--- config.mk ---
export PLATFORM = sky130hd
export DESIGN_NAME = uart_tx_serializer
export DESIGN_NICKNAME = d
export VERILOG_FILES = /design/src/rtl/uart_tx_serializer.sv
export SDC_FILE = /design/constraint.sdc
export NUM_CORES = 1
export LEC_CHECK = 0
export ABC_AREA = 1
export CORE_MARGIN = 3
export CORE_UTILIZATION = 56
export DETAILED_ROUTE_END_ITERATION = 8
export PLACE_DENSITY_LB_ADDON = 0.05
export RECOVER_POWER = 25
export SYNTH_ARGS = -nofsm -noshare
export SYNTH_HDL_FRONTEND = slang
export SYNTH_SLANG_ARGS = --single-unit
--- constraint.sdc ---
create_clock -name clk -period 2.82 [get_ports clk]
set_input_delay 0.564 -clock clk [delete_from_list [all_inputs] [get_ports clk]]
set_output_delay 0.564 -clock clk [all_outputs]
set_load 0.02 [all_outputs]
--- src/rtl/uart_tx_serializer.sv ---
// UART frame serializer: start bit, DATA_W data bits LSB first, optional parity, STOP_BITS stop bits.
// Define UART_TX_PARITY_EN to insert a parity bit (odd/even chosen per frame by parity_odd).
module uart_tx_serializer #(
  parameter int DATA_W    = 8,
  parameter int STOP_BITS = 1
) (
  input  logic              clk,
  input  logic              rst,
  input  logic              tx_clk,
  input  logic              newd,
  input  logic [DATA_W-1:0] tx_data,
  input  logic              parity_odd,
  output logic              tx,
  output logic              busy,
  output logic              donetx
);

  localparam int BW = $clog2(DATA_W);

  localparam logic [2:0] S_IDLE   = 3'd0;
  localparam logic [2:0] S_LOAD   = 3'd1;
  localparam logic [2:0] S_DATA   = 3'd2;
  localparam logic [2:0] S_PARITY = 3'd3;
  localparam logic [2:0] S_STOP   = 3'd4;
  localparam logic [2:0] S_FINISH = 3'd5;

  localparam logic [BW-1:0] LAST_BIT  = BW'(DATA_W - 1);
  localparam logic [1:0]    LAST_STOP = 2'(STOP_BITS - 1);

  logic [2:0]        r_state;
  logic              r_q1;
  logic              r_q2;
  logic              r_tx;
  logic              r_busy;
  logic              r_done;
  logic [BW-1:0]     r_bitcnt;
  logic [1:0]        r_stopcnt;
  logic [DATA_W-1:0] r_shreg;
  logic              w_tick;
`ifdef UART_TX_PARITY_EN
  logic              r_par;
`else
  logic              w_unused;
  assign w_unused = parity_odd;
`endif

  // tx_clk is data here: one tick per sampled rising edge.
  assign w_tick = r_q1 & ~r_q2;

  // NOTE: every register below updates with <= so all reads in this block see the pre-edge values.
  always_ff @(posedge clk) begin
    if (rst) begin
      r_q1      <= 1'b0;
      r_q2      <= 1'b0;
      r_state   <= S_IDLE;
      r_tx      <= 1'b1;
      r_busy    <= 1'b0;
      r_done    <= 1'b0;
      r_bitcnt  <= '0;
      r_stopcnt <= '0;
      r_shreg   <= '0;
`ifdef UART_TX_PARITY_EN
      r_par     <= 1'b0;
`endif
    end else begin
      r_q1   <= tx_clk;
      r_q2   <= r_q1;
      r_done <= 1'b0;
      case (r_state)
        S_IDLE: begin
          r_tx <= 1'b1;
          if (newd) begin
            r_shreg <= tx_data;
`ifdef UART_TX_PARITY_EN
            r_par   <= parity_odd;
`endif
            r_busy  <= 1'b1;
            r_state <= S_LOAD;
          end
        end
        S_LOAD: if (w_tick) begin
          r_tx      <= 1'b0;
          r_bitcnt  <= '0;
          r_stopcnt <= '0;
          r_state   <= S_DATA;
        end
        S_DATA: if (w_tick) begin
          r_tx     <= r_shreg[0];
          r_shreg  <= r_shreg >> 1;
          r_bitcnt <= r_bitcnt + BW'(1);
`ifdef UART_TX_PARITY_EN
          // Parity folds in each bit as it leaves, seeded with the odd flag.
          r_par    <= r_par ^ r_shreg[0];
          if (r_bitcnt == LAST_BIT) r_state <= S_PARITY;
`else
          if (r_bitcnt == LAST_BIT) r_state <= S_STOP;
`endif
        end
`ifdef UART_TX_PARITY_EN
        S_PARITY: if (w_tick) begin
          r_tx    <= r_par;
          r_state <= S_STOP;
        end
`endif
        S_STOP: if (w_tick) begin
          r_tx      <= 1'b1;
          r_stopcnt <= r_stopcnt + 2'd1;
          if (r_stopcnt == LAST_STOP) r_state <= S_FINISH;
        end
        S_FINISH: if (w_tick) begin
          r_done  <= 1'b1;
          r_busy  <= 1'b0;
          r_state <= S_IDLE;
        end
        default: r_state <= S_IDLE;
      endcase
    end
  end

  assign tx     = r_tx;
  assign busy   = r_busy;
  assign donetx = r_done;

endmodule

==> results.json <==
{
  "wl_per_cell_um": 10.39,
  "antenna_left": 0,
  "grt_util_met2": 0.2913,
  "r2r_cells": 7,
  "die_w_um": 50.27,
  "synth_area_leader_cell": "dfxtp_1",
  "pin_count": 16,
  "gp_congestion": 0.8802,
  "diodes": 0,
  "die-area_sq_um": 2527,
  "drt-initial-drc-count": 27,
  "arrival_ns": 1.25,
  "top_usage_layer": "met2",
  "crit_fanout": 2,
  "ys_types": 22,
  "crit_buf_inv": 1,
  "grt_max_degree": 20,
  "yosysSeqAreaShare": 0.3831,
  "clockBufferDepth": 2,
  "grt_setup_unrepaired": "false",
  "hold_path_depth": 2,
  "synth_area_sq_um": 1097,
  "finalSetupViolCount": 0,
  "synth_most_common_cell": "nand2_1",
  "skew_ns": 0.005296,
  "final_hold_viol_count": 0,
  "final.setup.tns_ns": 0,
  "required_ns": 2.26,
  "yosysTopAreaCellShare": 0.3831,
  "cts_tree": "yes",
  "r2r_start": "r_state[1]",
  "drc_errors": 0,
  "grt_pass1_vias": 858,
  "cts_buffers": 3,
  "use_met3": 0.03561,
  "syn_nets": 169,
  "drive_above_1_share": 0.09036,
  "cts_sinks": 21,
  "power.density_nw_per_um2": 840.4,
  "ir_drop_uv": 426.1,
  "worstMarginPinSlew_ns": 0.3825,
  "portBuffers": 14,
  "gr-total-overflow": 0,
  "viasPerCell": 5.141,
  "slowest_delay_ns": 0.60,
  "path_class": "register to primary output",
  "min_period_ns": 1.814,
  "synth_top_cells_by_area": "dfxtp_1, nand2_1, inv_1",
  "rows": 15,
  "cp_top_family": "buffers and inverters",
  "vias": 982,
  "antenna_found_initial": 0,
  "post-route-period-util": 0.6434,
  "crit_chain": "clkdlybuf4s50_1",
  "path_clk_slew_ns": 0.11,
  "postCtsSetupBuffers": 0,
  "relSlewSlack": 0.7441,
  "cp_slowest_cell": "clkdlybuf4s50_1",
  "ys_ff_latch": 21,
  "core_sq_um": 1783,
  "grt_usage": 0.1813,
  "final_util": 0.6996,
  "cts_hold_buf": 0,
  "synth-async-reset-ratio": 0,
  "synth_edf_count": 0,
  "maxSlewViolCount": 0,
  "p_leak_nw": 0.5750,
  "outcome": "finished, final reports clean",
  "grt_use_met1": 0.2261,
  "hold_path_end": "r_q2",
  "areaGrowthSynthToFinish_pct": 13.68,
  "die_h_um": 50.27,
  "dr.pass1.iters": 4,
  "h-tree-depth": 1,
  "fin_nets": 183,
  "ys_warn_count": 0,
  "reg2reg_to": "r_state[1]",
  "place_hpwl_mm": 1.536,
  "fmax_mhz": 551.2,
  "hold_start": "r_q1",
  "clock-root-buffer": "clkbuf_4",
  "cap_violations": 0,
  "ys_top_cells_by_count": "nand2_1, dfxtp_1, inv_1",
  "syn_inst": 153,
  "grt_pass1_wl_mm": 3.525,
  "hp-class": "register to register",
  "crit_path_start_kind": "register",
  "syn_area_per_cell_sq_um": 7.172,
  "fill_cells": 168,
  "initial_utilization": 0.6154,
  "drt-total-wl_mm": 1.985,
  "insertion_delay_ns": 0.30,
  "end_kind": "primary output",
  "synth_ff_type": "dfxtp_1",
  "cts_resized": 0,
  "r2r_slack_ns": 1.36
}
power breakdown:
group          switching [W]  total, W  internal [W]
Clock              0.0000861  0.000141     0.0000551
Combinational       0.000306  0.000486      0.000180
Sequential         0.0000531  0.000421      0.000368
Total               0.000446   0.00105      0.000603
metrics by stage:
step | setup WS (ns) | std cells | hold slack, ns | total power [W] | cell area [sq um]
2_1_floorplan | 1.503 | 153 | 0.4031 | 0.0008414 | 1097
3_3_place_gp | 0.9462 | 187 | 0.4083 | 0.0008922 | 1224
3_5_place_dp | 0.9028 | 187 | 0.4133 | 0.0009176 | 1224
4_1_cts | 0.9822 | 191 | 0.4316 | 0.001064 | 1250
5_1_grt | 0.9596 | 191 | 0.4626 | 0.001142 | 1247
6_report | 1.006 | 191 | 0.4272 | 0.001048 | 1247
cell type report:
class	count	area, sq um	area share
multi-input cells	104	543.0	0.4353
flip-flops and latches	21	420.4	0.3370
repair buffers	14	140.1	0.1123
inverters	23	86.33	0.06921
well taps	25	31.28	0.02508
clock buffers	4	26.28	0.02106
how the worst max path moves through the flow:
stage / slack (ns) / end / startpoint / cells past startpoint
detailed placement: 0.90 / r_stopcnt[0] / rst / 4
floorplan: 1.50 / r_shreg[1] / rst / 5
CTS: 0.98 / tx / tx / 1
finish: 1.01 / tx / tx / 1
global route: 0.96 / tx / tx / 1
global placement: 0.95 / r_stopcnt[0] / rst / 4
sequential cells by signal (all words and copies together), names as in the netlist:
signal,flops
tx,1
r_stopcnt,2
r_bitcnt,3
r_state,3
donetx,1
r_q1,1
r_shreg,8
r_q2,1
busy,1
per-layer routing:
layer / up-vias / wire (um) / share of wire
met3: 4 / 120 / 0.060
met4: 0 / 36 / 0.018
met1: 433 / 870 / 0.44
met2: 27 / 958 / 0.48
met5: - / 0 / 0
li1: 518 / - / -
layout by cell type (no fill, tap or decap), drive strengths merged:
cell,synthesis,final
clkinv,0,1
o211ai,1,1
nand2,37,37
nor3,1,1
clkdlybuf4s50,0,13
a31oi,2,2
inv,23,22
clkbuf,1,4
a21oi,14,14
dfxtp,21,21
ha,3,3
dlygate4sd3,0,1
nor2,15,15
o21ai,15,15
nand3,15,15
nand4,1,1
logic make-up after synthesis:
family / after synthesis / synth area share
AO/OA/AOI/OAI: 32 / 0.1539
adder cells (fa/ha/maj): 3 / 0.03421
buffers and inverters: 28 / 0.1197
flip-flops: 21 / 0.3831
AND/OR/NAND/NOR: 69 / 0.3090
tightest hold or removal path, delay by kind of cell (launching register included):
kind          cells  cell delay, ns
flops             1            0.32
simple gates      1            0.03
buf+inv           1            0.05
Power figures use the tool's default switching activity.
